**src/rtl/alu_pkg.sv**
```systemverilog
// Shared opcode, shift-mode and FSM definitions for the multicycle ALU.
package alu_pkg;

    localparam logic [2:0] OP_FWD   = 3'd0;
    localparam logic [2:0] OP_ADD   = 3'd1;
    localparam logic [2:0] OP_AND   = 3'd2;
    localparam logic [2:0] OP_OR    = 3'd3;
    localparam logic [2:0] OP_SLL   = 3'd4;
    localparam logic [2:0] OP_RIGHT = 3'd5;
    localparam logic [2:0] OP_MULT  = 3'd6;
    localparam logic [2:0] OP_SUB   = 3'd7;

    // Right-shift mode lives in the top two bits of DATA2; any 1x pattern rotates.
    localparam logic [1:0] SR_LOGIC = 2'b00;
    localparam logic [1:0] SR_ARITH = 2'b01;
    localparam logic [1:0] SR_ROT   = 2'b10;

    typedef enum logic [0:0] {
        IDLE,
        MUL
    } state_e;

endpackage

```
**src/rtl/alu_if.sv**
```systemverilog
// Request/response bundle between the CPU control path and the multicycle ALU.
interface alu_if #(
    parameter int unsigned WIDTH = 8
);
    logic             start;
    logic [2:0]       select;
    logic [WIDTH-1:0] data1;
    logic [WIDTH-1:0] data2;
    logic [WIDTH-1:0] result;
    logic             zero;
    logic             carry;
    logic             overflow;
    logic             busy;
    logic             done;

    modport master (
        output start, select, data1, data2,
        input  result, zero, carry, overflow, busy, done
    );

    modport slave (
        input  start, select, data1, data2,
        output result, zero, carry, overflow, busy, done
    );
endinterface

```
**src/rtl/seq_mult.sv**
```systemverilog
// Unsigned shift-add multiplier: one multiplier bit per cycle, WIDTH iterations per load.
module seq_mult #(
    parameter int unsigned WIDTH = 8
) (
    input  logic               clk,
    input  logic               rst_n,
    input  logic               load,
    input  logic [WIDTH-1:0]   a,
    input  logic [WIDTH-1:0]   b,
    output logic               busy,
    output logic               done,
    output logic [2*WIDTH-1:0] product
);
    localparam int unsigned CW = $clog2(WIDTH);

    logic [2*WIDTH-1:0] acc_q, acc_d, mcand_q;
    logic [WIDTH-1:0]   mplier_q;
    logic [CW-1:0]      cnt_q;
    logic               busy_q;

    always_comb begin
        acc_d = mplier_q[0] ? acc_q + mcand_q : acc_q;
    end

    // product is the accumulator value the final iteration is about to write, so the
    // caller can register it on the same edge that completes the multiply.
    assign done    = busy_q && (cnt_q == CW'(WIDTH - 1));
    assign busy    = busy_q;
    assign product = acc_d;

    always_ff @(posedge clk or negedge rst_n) begin
        if (!rst_n) begin
            acc_q    <= '0;
            mcand_q  <= '0;
            mplier_q <= '0;
            cnt_q    <= '0;
            busy_q   <= 1'b0;
        end else if (load) begin
            acc_q    <= '0;
            mcand_q  <= {{WIDTH{1'b0}}, a};
            mplier_q <= b;
            cnt_q    <= '0;
            busy_q   <= 1'b1;
        end else if (busy_q) begin
            acc_q    <= acc_d;
            mcand_q  <= mcand_q << 1;
            mplier_q <= mplier_q >> 1;
            cnt_q    <= cnt_q + 1'b1;
            if (done) begin
                busy_q <= 1'b0;
            end
        end
    end
endmodule

```
**src/rtl/multicycle_alu.sv**
```systemverilog
// Registered ALU: single-cycle ops finish in one clock, MULT iterates WIDTH cycles.
module multicycle_alu
    import alu_pkg::*;
#(
    parameter int unsigned WIDTH = 8
) (
    input logic  clk,
    input logic  rst_n,
    alu_if.slave bus
);
    localparam int unsigned SHW = $clog2(WIDTH);

    state_e state_q, state_d;

    logic [WIDTH-1:0]   a, b;
    logic [SHW-1:0]     amt;
    logic [1:0]         mode;
    logic [WIDTH:0]     sum, diff;
    logic [2*WIDTH-1:0] sll_ext, srl_ext, sra_ext, rot_ext;
    logic [WIDTH-1:0]   alu_res, res_d, result_q;
    logic               alu_c, alu_v, c_d, v_d, upd;
    logic               zero_q, carry_q, ovf_q, done_q;
    logic               mult_load, mult_busy, mult_done;
    logic [2*WIDTH-1:0] product;

    assign a    = bus.data1;
    assign b    = bus.data2;
    assign amt  = b[SHW-1:0];
    assign mode = b[WIDTH-1 -: 2];

    always_comb begin
        sum     = {1'b0, a} + {1'b0, b};
        diff    = {1'b0, a} - {1'b0, b};
        // Widened shifts keep the last bit pushed out next to the result.
        sll_ext = {{WIDTH{1'b0}}, a} << amt;
        srl_ext = {a, {WIDTH{1'b0}}} >> amt;
        sra_ext = $signed({a, {WIDTH{1'b0}}}) >>> amt;
        rot_ext = {a, a} >> amt;
        alu_res = '0;
        alu_c   = 1'b0;
        alu_v   = 1'b0;
        case (bus.select)
            OP_FWD: alu_res = b;
            OP_ADD: begin
                alu_res = sum[WIDTH-1:0];
                alu_c   = sum[WIDTH];
                alu_v   = (a[WIDTH-1] == b[WIDTH-1]) && (sum[WIDTH-1] != a[WIDTH-1]);
            end
            OP_SUB: begin
                alu_res = diff[WIDTH-1:0];
                alu_c   = diff[WIDTH];
                alu_v   = (a[WIDTH-1] != b[WIDTH-1]) && (diff[WIDTH-1] != a[WIDTH-1]);
            end
            OP_AND: alu_res = a & b;
            OP_OR:  alu_res = a | b;
            OP_SLL: begin
                alu_res = sll_ext[WIDTH-1:0];
                alu_c   = sll_ext[WIDTH];
            end
            OP_RIGHT: begin
                if (mode == SR_LOGIC) begin
                    alu_res = srl_ext[2*WIDTH-1:WIDTH];
                    alu_c   = srl_ext[WIDTH-1];
                end else if (mode == SR_ARITH) begin
                    alu_res = sra_ext[2*WIDTH-1:WIDTH];
                    alu_c   = sra_ext[WIDTH-1];
                end else begin
                    alu_res = rot_ext[WIDTH-1:0];
                    alu_c   = (amt != '0) && rot_ext[WIDTH-1];
                end
            end
            default: ;
        endcase
    end

    seq_mult #(
        .WIDTH(WIDTH)
    ) u_seq_mult (
        .clk    (clk),
        .rst_n  (rst_n),
        .load   (mult_load),
        .a      (a),
        .b      (b),
        .busy   (mult_busy),
        .done   (mult_done),
        .product(product)
    );

    always_comb begin
        state_d   = state_q;
        mult_load = 1'b0;
        upd       = 1'b0;
        res_d     = alu_res;
        c_d       = alu_c;
        v_d       = alu_v;
        case (state_q)
            IDLE: begin
                if (bus.start) begin
                    if (bus.select == OP_MULT) begin
                        mult_load = 1'b1;
                        state_d   = MUL;
                    end else begin
                        upd = 1'b1;
                    end
                end
            end
            MUL: begin
                if (mult_busy && mult_done) begin
                    upd     = 1'b1;
                    res_d   = product[WIDTH-1:0];
                    c_d     = 1'b0;
                    v_d     = |product[2*WIDTH-1:WIDTH];
                    state_d = IDLE;
                end
            end
            default: state_d = IDLE;
        endcase
    end

    always_ff @(posedge clk or negedge rst_n) begin
        if (!rst_n) begin
            state_q  <= IDLE;
            result_q <= '0;
            zero_q   <= 1'b1;
            carry_q  <= 1'b0;
            ovf_q    <= 1'b0;
            done_q   <= 1'b0;
        end else begin
            state_q <= state_d;
            done_q  <= upd;
            if (upd) begin
                result_q <= res_d;
                zero_q   <= (res_d == '0);
                carry_q  <= c_d;
                ovf_q    <= v_d;
            end
        end
    end

    assign bus.result   = result_q;
    assign bus.zero     = zero_q;
    assign bus.carry    = carry_q;
    assign bus.overflow = ovf_q;
    assign bus.busy     = (state_q == MUL);
    assign bus.done     = done_q;
endmodule

```
**src/flat_wrapper.sv**
```systemverilog
// flat-port wrapper written by rule: the top's interface ports become plain ports
module multicycle_alu_flat import alu_pkg::*;
#(
    parameter int unsigned WIDTH = 8
)
  (clk, rst_n, bus_start, bus_select, bus_data1, bus_data2, bus_result, bus_zero, bus_carry, bus_overflow, bus_busy, bus_done);
  alu_if #(.WIDTH(WIDTH)) bus_i ();
  input logic clk;
  input logic rst_n;
  input wire logic [$bits(bus_i.start)-1:0] bus_start;
  input wire logic [$bits(bus_i.select)-1:0] bus_select;
  input wire logic [$bits(bus_i.data1)-1:0] bus_data1;
  input wire logic [$bits(bus_i.data2)-1:0] bus_data2;
  output wire logic [$bits(bus_i.result)-1:0] bus_result;
  output wire logic [$bits(bus_i.zero)-1:0] bus_zero;
  output wire logic [$bits(bus_i.carry)-1:0] bus_carry;
  output wire logic [$bits(bus_i.overflow)-1:0] bus_overflow;
  output wire logic [$bits(bus_i.busy)-1:0] bus_busy;
  output wire logic [$bits(bus_i.done)-1:0] bus_done;
  assign bus_i.start = bus_start;
  assign bus_i.select = bus_select;
  assign bus_i.data1 = bus_data1;
  assign bus_i.data2 = bus_data2;
  assign bus_result = bus_i.result;
  assign bus_zero = bus_i.zero;
  assign bus_carry = bus_i.carry;
  assign bus_overflow = bus_i.overflow;
  assign bus_busy = bus_i.busy;
  assign bus_done = bus_i.done;
  multicycle_alu #(.WIDTH(WIDTH)) u_core (.clk(clk), .rst_n(rst_n), .bus(bus_i));
endmodule
```
**config.mk**
```make
export PLATFORM = sky130hd
export DESIGN_NAME = multicycle_alu_flat
export DESIGN_NICKNAME = d
export VERILOG_FILES = /design/src/rtl/alu_pkg.sv /design/src/rtl/alu_if.sv /design/src/rtl/seq_mult.sv /design/src/rtl/multicycle_alu.sv /design/src/flat_wrapper.sv
export SDC_FILE = /design/constraint.sdc
export NUM_CORES = 1
export LEC_CHECK = 0
export ABC_CLOCK_PERIOD_IN_PS = 4600
export BUFFER_PORTS_ARGS = -buffer_cell sky130_fd_sc_hd__buf_2
export CAP_MARGIN = 10
export CORE_MARGIN = 2
export CORE_UTILIZATION = 45
export DETAILED_ROUTE_END_ITERATION = 7
export HOLD_SLACK_MARGIN = 0.02
export PLACE_DENSITY = 0.66
export SETUP_SLACK_MARGIN = 0.1
export SLEW_MARGIN = 10
export SYNTH_ARGS = -nofsm -noshare
export SYNTH_HDL_FRONTEND = slang
export SYNTH_HIERARCHICAL = 1
export SYNTH_SLANG_ARGS = --single-unit
export TNS_END_PERCENT = 30
```
**constraint.sdc**
```tcl
create_clock -name clk -period 4.6 [get_ports clk]
set_clock_uncertainty 0.2 [all_clocks]
set_input_delay 0.69 -clock clk [delete_from_list [all_inputs] [get_ports clk]]
set_output_delay 0.69 -clock clk [all_outputs]
set_load 0.03 [all_outputs]
```
==> impl_metrics.tcl, run 1 <==
set metrics [dict create \
    status "finished, final reports clean" \
    synth-xor-area-share_pct 2.309 \
    cts_buffer_depth 2 \
    synthesis.nets 735 \
    ioPinCount 35 \
    worstSetupEndpoint "u_core/bus.zero" \
    grt_pass1_vias 4947 \
    powerDensity_nw_per_um2 504.2 \
    totalWireLength_mm 16.69 \
    yosysTopAreaCell "dfrtp_1" \
    drt_iter0_drc 518 \
    rrSetupSlack_ns 1.11 \
    post_cts_resized 0 \
    ys_seq_area_share_pct 25.09 \
    nets 743 \
    finalSetupViolations 0 \
    antenna_found_initial 0 \
    hold_viol_final 0 \
    min_period_over_period_pct 76.95 \
    ys_ff_latch 57 \
    die_w_um 116.5 \
    yosys.area_share.simple_pct 18.18 \
    via_per_inst 6.148 \
    drive_gt1_share_pct 15.15 \
    synth_top_area_share_pct 24.63 \
    max_freq_ghz 0.2825 \
    ant_nets 0 \
    async_flop_share_pct 100.0 \
    worst_slack_ns 1.060 \
    start_kind "input pin" \
    start_util_pct 45.65 \
    htreeDepth 3 \
    path_max_fanout 29 \
    peakVddDrop_mv 0.2758 \
    yosys_warnings 6 \
    synth_edf_count 0 \
    grt_max_degree 58 \
    postCtsHoldBufs 0 \
    clk_pin_slew_worst_paths_ns 0.06 \
    clock_sinks 57 \
    maxCapViolations 0 \
    final_util_pct 49.73 \
    rr_endpoint "u_core/bus.overflow" \
    fp.coreArea_um2 12470 \
    post_cts_buffers 0 \
    final_max_slew_viol_count 0 \
    wl_per_cell_um 19.59 \
    crit_start "bus_data2[2]" \
    worstPathArrival_ns 3.59 \
    gp_congestion 0.9983 \
    portBuffers 34 \
    finalSetupTns_ns 0 \
    grt_util_all_layers_pct 25.34 \
    worstMarginPinSlew_ns 0.8277 \
    cts_root_buffer "clkbuf_16" \
    synth-adder-area-share_pct 10.51 \
    die_h_um 116.5 \
    hold_path_class "reg -> reg" \
    tritoncts "yes" \
    syn_inst 667 \
    grt_pass1_wl_mm 26.62 \
    synth_area_um2 5690 \
    clk_latency_ns 0.32 \
    synth_ff_type "dfrtp_1" \
    end_kind "flip-flop" \
    overflow 0 \
    area_growth_pct 8.949 \
    timing.rr.start "u_core/u_seq_mult/acc_q[0]" \
    fp-row-count 41 \
    hpwl_mm 12.24 \
    finalCriticalPeriod_ns 3.540 \
    avgSynthCellArea_um2 8.531 \
    grt_setup_unrepaired "no" \
    num_vias 5238 \
    relSlewSlack_pct 44.62 \
    route.detailed.drc 0 \
    synth_compound_area_share_pct 24.65 \
    critPathRequiredTime_ns 4.65 \
    leakage_nw 2.788 \
    dp_slack_ns 0.8439 \
    diodes 0 \
    ys_top_cells_by_area "dfrtp_1 (25%), ha_1 (9.5%), mux2i_1 (6.5%)" \
    synth_top_family_by_area "compound AO/OA/AOI/OAI gates" \
    yosysUniqueCellTypes 82 \
    synth.area.mux_share_pct 13.24 \
    firstDrtPassIters 5 \
    worstRegToRegCells 12 \
    crit_type "in -> reg" \
    die-area_um2 13560 \
    cts_buffers 9 \
]
[metrics by stage]
stage          cell area (um^2)  std cells  total power [W]  hold slack [ns]
6_report                   6200        852         0.003126           0.2734
5_1_grt                    6200        852         0.003346           0.3166
4_1_cts                    6200        852         0.003129           0.2827
3_5_place_dp               5899        836         0.002441           0.2704
3_3_place_gp               5899        836         0.002387           0.2616
2_1_floorplan              5690        667         0.002068           0.1944
[critical path: stages]
cell and delay [ns]:
buf_2 0.40, inv_1 0.28, ha_1 0.52, nor3_1 0.13, a2111oi_0 0.60, a221o_1 0.25, o21ai_1 0.07, a41oi_1 0.32
nor2_1 0.09, a31o_1 0.23
[layout make-up]
type	count	area, um^2
Fill cell	1213	6266
Timing Repair Buffer	41	222.7
Tap cell	172	215.2
Inverter	28	105.1
Clock buffer	13	260.3
Multi-Input combinational cell	538	3928
Clock inverter	3	40.04
Sequential cell	57	1429
[cell usage in the layout (no fill, tap or decap), types with 10 or more instances in the layout]
cell type / count
nor2_1: 63
nand2_1: 58
dfrtp_1: 55
ha_1: 43
o21ai_0: 41
mux2i_1: 37
a21oi_1: 35
buf_2: 34
inv_1: 26
mux2_2: 16
o21ai_1: 15
a211oi_1: 14
a21o_1: 13
nor3_1: 13
nand3_1: 11
xnor2_1: 10
[kinds of logic (layout without fill, tap and decap cells)]
kind of cell    Yosys count  after routing
simple gates            210            210
compound gates          204            204
buf+inv                  72             85
mux                      63             63
flops                    57             57
fa+ha+maj                46             46
xor+xnor                 15             15
[cells in the mapped netlist (7+ instances only)]
cell type	number
a211oi_1	14
mux2i_1	37
buf_1	7
o21ai_0	41
o21a_1	8
nand3_1	11
inv_1	26
xnor2_1	10
buf_2	13
nor2_1	64
clkbuf_1	14
mux2_2	16
o21ai_1	15
nor3_1	13
dfrtp_1	56
nand2_1	58
a21oi_1	35
a21o_1	13
ha_1	43
nand2b_1	8
o211ai_1	8
[worst min-delay path by stage]
stage               cells after the start                   end                  from
floorplan                               0       u_core/bus.busy                 rst_n
global route                            1  u_core/bus.result[5]  u_core/bus.result[5]
global placement                        2  u_core/bus.result[0]  u_core/bus.result[0]
finish                                  2  u_core/bus.result[6]  u_core/bus.result[6]
CTS                                     2  u_core/bus.result[6]  u_core/bus.result[6]
detailed placement                      2  u_core/bus.result[6]  u_core/bus.result[6]
[state kept, by name, summed over array words and instances (netlist names)]
signal                      count
u_core/u_seq_mult/acc_q        16
u_core/u_seq_mult/mcand_q      16
u_core/bus.result               8
u_core/u_seq_mult/mplier_q      8
u_core/u_seq_mult/cnt_q         3
u_core/bus.busy                 1
u_core/bus.carry                1
u_core/bus.done                 1
u_core/bus.overflow             1
u_core/bus.zero                 1
u_core/u_seq_mult/busy          1
[report_power, final]
part,internal [W],leakage [nW],total (W),switching [W]
Combinational,0.000651,1.91,0.00156,0.000908
Sequential,0.000700,0.726,0.000893,0.000193
Clock,0.000447,0.150,0.000673,0.000226
Total,0.00180,2.79,0.00313,0.00133
[routing by layer]
| metal | up-vias | part of all wire, % | GRT usage (%) |
|---|---|---|---|
| met2 | 205 | 43 | 37.71 |
| met4 | 0 | 1.5 | 7.222 |
| met1 | 2529 | 48 | 37.80 |
| li1 | 2482 | - | - |
| met3 | 22 | 7.2 | 4.152 |
| met5 | - | 0 | 0 |
(Power assumes the default switching activity.)
==> run 2, diff against run 1 <==
Settings changed: ABC_CLOCK_PERIOD_IN_PS 4600 to 3270.
Clock period 4.6 ns to 3.27 ns, I/O delays scaled along.
==> run 2 against run 1 <==
Net effect: sequential share of layout area fell by 0.95 points; via count rose by 1.9%; sequential power rose by 39%; largest cell class unchanged; utilization is 2.1 points higher; non-clock buffer count grew 23; wire length increased by 0.74%; worst setup slack worse by 0.84 ns; clock power rose by 53%; global-route usage grew 0.17 points; first-iteration DRC count is 15% higher; total power up 49%; critical path type is now reg -> reg.
==> impl_metrics.tcl, run 2 (synthesized netlist as in run 1, its figures left out) <==
set metrics [dict create \
    final_max_slew_viol_count 0 \
    antenna_found_initial 0 \
    clk_latency_ns 0.33 \
    ant_nets 0 \
    finalSetupViolations 0 \
    dp_slack_ns 0.003797 \
    totalWireLength_mm 16.81 \
    ioPinCount 35 \
    path_max_fanout 3 \
    maxCapViolations 0 \
    max_freq_ghz 0.3283 \
    wl_per_cell_um 19.22 \
    nets 766 \
    leakage_nw 2.918 \
    dr.max_layer_used "met4" \
    grt_pass1_vias 5068 \
    end_kind "flip-flop" \
    dr_wl_met3_mm 1.250 \
    final_cell_mix "nor2_1 (63), nand2_1 (58), dfrtp_1 (55), ha_1 (42), o21ai_0 (41)" \
    worstPathArrival_ns 3.05 \
    hold_viol_final 0 \
    fp.coreArea_um2 12470 \
    start_kind "flip-flop" \
    final_common_cell "nor2_1" \
    grt_util_all_layers_pct 25.51 \
    finalSetupTns_ns 0 \
    tritoncts "yes" \
    clock_sinks 57 \
    area_growth_pct 13.63 \
    hpwl_mm 12.32 \
    hold_path_class "in -> async" \
    num_vias 5337 \
    overflow 0 \
    top_regs "u_core/u_seq_mult/acc_q: 16 flops, u_core/u_seq_mult/mcand_q: 16 flops" \
    htreeDepth 3 \
    status "finished, final reports clean" \
    portBuffers 34 \
    die_h_um 116.5 \
    route.detailed.drc 0 \
    finalCriticalPeriod_ns 3.046 \
    grt_pass1_wl_mm 26.82 \
    crit_type "reg -> reg" \
    cts_buffer_depth 2 \
    min_period_over_period_pct 93.15 \
    met2_length_mm 7.345 \
    cts_root_buffer "clkbuf_16" \
    relSlewSlack_pct 31.45 \
    drt-met1-wl_mm 7.941 \
    diodes 0 \
    powerDensity_nw_per_um2 718.9 \
    critPathRequiredTime_ns 3.27 \
    worstMarginPinSlew_ns 1.028 \
    grt_setup_unrepaired "no" \
    gp_congestion 0.9922 \
    die_w_um 116.5 \
    peakVddDrop_mv 0.3291 \
    via_per_inst 6.099 \
    firstDrtPassIters 5 \
    drt_iter0_drc 594 \
    cts_buffers 9 \
    worst_slack_ns 0.2240 \
    fp-row-count 41 \
    start_util_pct 45.65 \
    drive_gt1_share_pct 19.77 \
    clk_pin_slew_worst_paths_ns 0.05 \
    grt_max_degree 47 \
    die-area_um2 13560 \
    hold_slack_ns 0.1405 \
]
run 2: per-layer routing:
| metal | global-route usage [%] | up-vias |
|---|---|---|
| met5 | 0 | - |
| met4 | 6.984 | 0 |
| met3 | 5.812 | 34 |
| met2 | 38.76 | 228 |
| met1 | 36.56 | 2552 |
| li1 | - | 2523 |
run 2: cell type report:
| class | instances | area (um^2) |
|---|---|---|
| Clock buffer | 11 | 252.7 |
| Timing Repair Buffer | 64 | 395.4 |
| Tap cell | 172 | 215.2 |
| Fill cell | 1185 | 6000 |
| Multi-Input combinational cell | 538 | 3991 |
| Clock inverter | 5 | 77.57 |
| Inverter | 28 | 105.1 |
| Sequential cell | 57 | 1429 |
run 2: worst max-delay path, cell delays in order (launching register included):
cell and delay, ns:
dfrtp_1 0.39, ha_2 0.22, fa_2 0.37, a211oi_4 0.26, o21ai_2 0.10, nand4_1 0.15, a21oi_2 0.08, or3_4 0.37
a31o_1 0.22, nor4_1 0.17, a21oi_1 0.12, a21oi_2 0.14, o41ai_1 0.10
run 2: through the flow:
step	utilization, %	power (W)	instance area (um^2)	instances
floorplan	-	0.002909	5690	667
global placement	48.65	0.003392	6065	858
detailed placement	48.65	0.003464	6065	858
CTS	51.57	0.004577	6429	875
global route	51.87	0.004966	6466	875
finish	51.87	0.004649	6466	875
run 2: worst paths after layout:
check | from | end | slack [ns] | depth (start not counted)
max in group asynchronous | rst_n | u_core/u_seq_mult/mplier_q[3] | 1.98 | 2
hold / removal | rst_n | u_core/u_seq_mult/mcand_q[10] | 0.14 | 1
setup reg to reg | u_core/u_seq_mult/acc_q[0] | u_core/bus.overflow | 0.22 | 12
setup / recovery | u_core/u_seq_mult/acc_q[0] | u_core/bus.overflow | 0.22 | 12
hold reg to reg | u_core/bus.carry | u_core/bus.carry | 0.27 | 1
min in group clk | bus_data2[5] | u_core/u_seq_mult/mplier_q[5] | 0.24 | 3
run 2: power breakdown:
part / switching (W) / total, W / internal (W)
sequential: 0.000259 / 0.00124 / 0.000986
combinational: 0.00138 / 0.00237 / 0.000989
clock: 0.000328 / 0.00103 / 0.000704
run 2: what timing repair did:
item / in CTS / in global routing
setup buffers: 1 / 0
resized for setup: 6 / 8
setup endpoints to repair: 1 / 1
pin swaps: 2 / 6
hold buffers: 0 / 0
==> run 3, diff against run 2 <==
Settings changed: ABC_AREA set to 1.
==> run 3 against run 2 <==
Net effect: design area shrank 5.4%; sequential share of layout area grew 1.3 points; sequential power is essentially flat; utilization shrank 0.97 points; via count grew 6.4%; flip-flop and latch count is the same; critical endpoint unchanged.
==> impl_metrics.tcl, run 3 <==
set metrics [dict create \
    clk_pin_slew_worst_paths_ns 0.05 \
    area_growth_pct 10.57 \
    overflow 0 \
    critPathMostFrequentCell "nand2_1" \
    start_kind "flip-flop" \
    via_per_inst 5.447 \
    htreeDepth 3 \
    start_util_pct 46.04 \
    diodes 0 \
    grt_max_degree 58 \
    clk_latency_ns 0.33 \
    finalSetupViolations 0 \
    end_kind "flip-flop" \
    grt_pass1_vias 5248 \
    firstDrtPassIters 6 \
    synth_ff_type "dfrtp_1" \
    synth_area_um2 5530 \
    powerDensity_nw_per_um2 805.6 \
    portBuffers 34 \
    dp_slack_ns 0.3523 \
    clock_sinks 57 \
    worst_slack_ns 0.4122 \
    path_cells "ha_1 -> fa_1 -> nand3_1 -> nand2_1 -> nand2_1 -> nand2_1 -> xnor2_1 -> a21boi_0 -> nor4_1 -> nand3_1 -> nand3_1 -> nand2_1" \
    ys_seq_area_share_pct 25.81 \
    nets 958 \
    ioPinCount 35 \
    post_cts_resized 0 \
    timing.rr.start "u_core/u_seq_mult/mcand_q[0]" \
    worstMarginPinSlew_ns 0.9176 \
    route.detailed.drc 0 \
    min_period_over_period_pct 87.39 \
    cts_root_buffer "clkbuf_16" \
    die-area_um2 13190 \
    num_vias 5676 \
    drt_iter0_drc 553 \
    hold_viol_final 0 \
    die_w_um 114.9 \
    cpPeakStageDelay_ns 0.49 \
    maxCapViolations 0 \
    synthesis.nets 930 \
    cts_buffers 9 \
    async_flop_share_pct 100.0 \
    slowest_stage "fa_1" \
    grt_setup_unrepaired "no" \
    tritoncts "yes" \
    synth_edf_count 0 \
    postCtsHoldBufs 0 \
    post_cts_buffers 0 \
    hold_path_class "in -> async" \
    max_freq_ghz 0.3499 \
    finalCriticalPeriod_ns 2.858 \
    drive_gt1_share_pct 10.17 \
    antenna_found_initial 0 \
    finalSetupTns_ns 0 \
    synth_top_area_share_pct 25.34 \
    cts_buffer_depth 2 \
    yosysUniqueCellTypes 47 \
    ys_ff_latch 57 \
    final_max_slew_viol_count 0 \
    peakVddDrop_mv 0.4391 \
    worstPathArrival_ns 2.88 \
    ant_nets 0 \
    hpwl_mm 12.51 \
    top_regs "u_core/u_seq_mult/acc_q: 16 flops, u_core/u_seq_mult/mcand_q: 16 flops" \
    rrSetupSlack_ns 0.41 \
    n_fill_cell 1245 \
    path_max_fanout 3 \
    ys_top_cells_by_area "dfrtp_1 (25%), nand2_1 (19%), ha_1 (9.7%)" \
    fp.coreArea_um2 12010 \
    yosys_warnings 6 \
    status "finished, final reports clean" \
    worstRegToRegCells 12 \
    yosysMostFrequentCell "nand2_1" \
    die_h_um 114.9 \
    critPathRequiredTime_ns 3.29 \
    yosysTopAreaCell "dfrtp_1" \
    leakage_nw 3.310 \
    syn_inst 862 \
    grt_pass1_wl_mm 26.86 \
    gp_congestion 0.9525 \
    wl_per_cell_um 15.93 \
    final_common_cell "nand2_1" \
    final_cell_mix "nand2_1 (283), inv_1 (112), nand3_1 (92), nor2_1 (65), dfrtp_1 (56)" \
    totalWireLength_mm 16.60 \
    crit_type "reg -> reg" \
    relSlewSlack_pct 38.76 \
    synthTopCellsByCount "nand2_1 (283), inv_1 (112), nand3_1 (92)" \
    grt_util_all_layers_pct 26.05 \
    rr_endpoint "u_core/bus.overflow" \
    fp-row-count 40 \
    avgSynthCellArea_um2 6.416 \
]
-- run 3: cell types whose count changed after synthesis, sizes merged, moves of 13 or more --
cell and delta:
nand2 +230, inv +91, nand3 +83, mux2i -37
o21ai -24, mux2 -19, a211oi -15, a21o -13
o22ai +13
-- run 3: critical path: cells and delay by family (launching register included) --
kind / cells / cell delay [ns]
compound gates: 1 / 0.19
xor+xnor: 1 / 0.18
fa+ha+maj: 2 / 0.74
flops: 1 / 0.39
simple gates: 8 / 1.05
-- run 3: cells by family after synthesis --
group                      after synthesis  synth area share (%)
AOI/OAI and AO/OA                      115                 12.92
buffers and inverters                  142                 10.93
DFF                                     57                 25.81
and+or+nand+nor                        494                 38.26
xor gates and xnor gates                 8                 1.267
adders and majority gates               46                 10.81
-- run 3: per-layer routing --
metal  vias to the layer above  GRT usage [%]  wire length (um)
met5                         -              0                 0
met4                         0          7.871               348
met3                        32          5.008              1066
met2                       211          40.16              7383
met1                      2579          37.05              7796
li1                       2854              -                 -
-- run 3: stage by stage --
step / hold slack, ns / instances / total power, W / cell area, um^2 / utilization [%]
6_report: 0.1109 / 1042 / 0.004926 / 6115 / 50.91
5_1_grt: 0.1801 / 1042 / 0.005383 / 6115 / 50.91
4_1_cts: 0.1216 / 1042 / 0.004923 / 6115 / 50.91
3_5_place_dp: 0.2612 / 1026 / 0.003817 / 5778 / 48.10
3_3_place_gp: 0.2579 / 1026 / 0.003789 / 5778 / 48.10
2_1_floorplan: -0.005091 / 862 / 0.003221 / 5530 / -
-- run 3: worst max path at each step --
stage / from / to / slack (ns)
global route: u_core/u_seq_mult/acc_q[0] / u_core/bus.overflow / 0.24
CTS: u_core/u_seq_mult/mcand_q[0] / u_core/bus.overflow / 0.45
finish: u_core/u_seq_mult/mcand_q[0] / u_core/bus.overflow / 0.41
detailed placement: bus_data2[2] / u_core/bus.zero / 0.35
floorplan: bus_data2[2] / u_core/bus.zero / 0.76
global placement: bus_data2[2] / u_core/bus.zero / 0.41
-- run 3: final cells by class --
type	count	area [um^2]	area share [%]
flip-flops and latches	57	1428	23.35
inverters	118	445.4	7.285
multi-input cells	663	3498	57.21
clock inverters	5	103.9	1.698
clock buffers	11	232.7	3.806
repair buffers	41	222.7	3.642
well taps	147	183.9	3.008
-- run 3: where the power goes --
group / switching, W / internal (W) / leakage (nW)
logic: 0.00167 / 0.000928 / 2.43
registers: 0.000243 / 0.00101 / 0.715
clock network: 0.000327 / 0.000743 / 0.164
total: 0.00224 / 0.00268 / 3.31
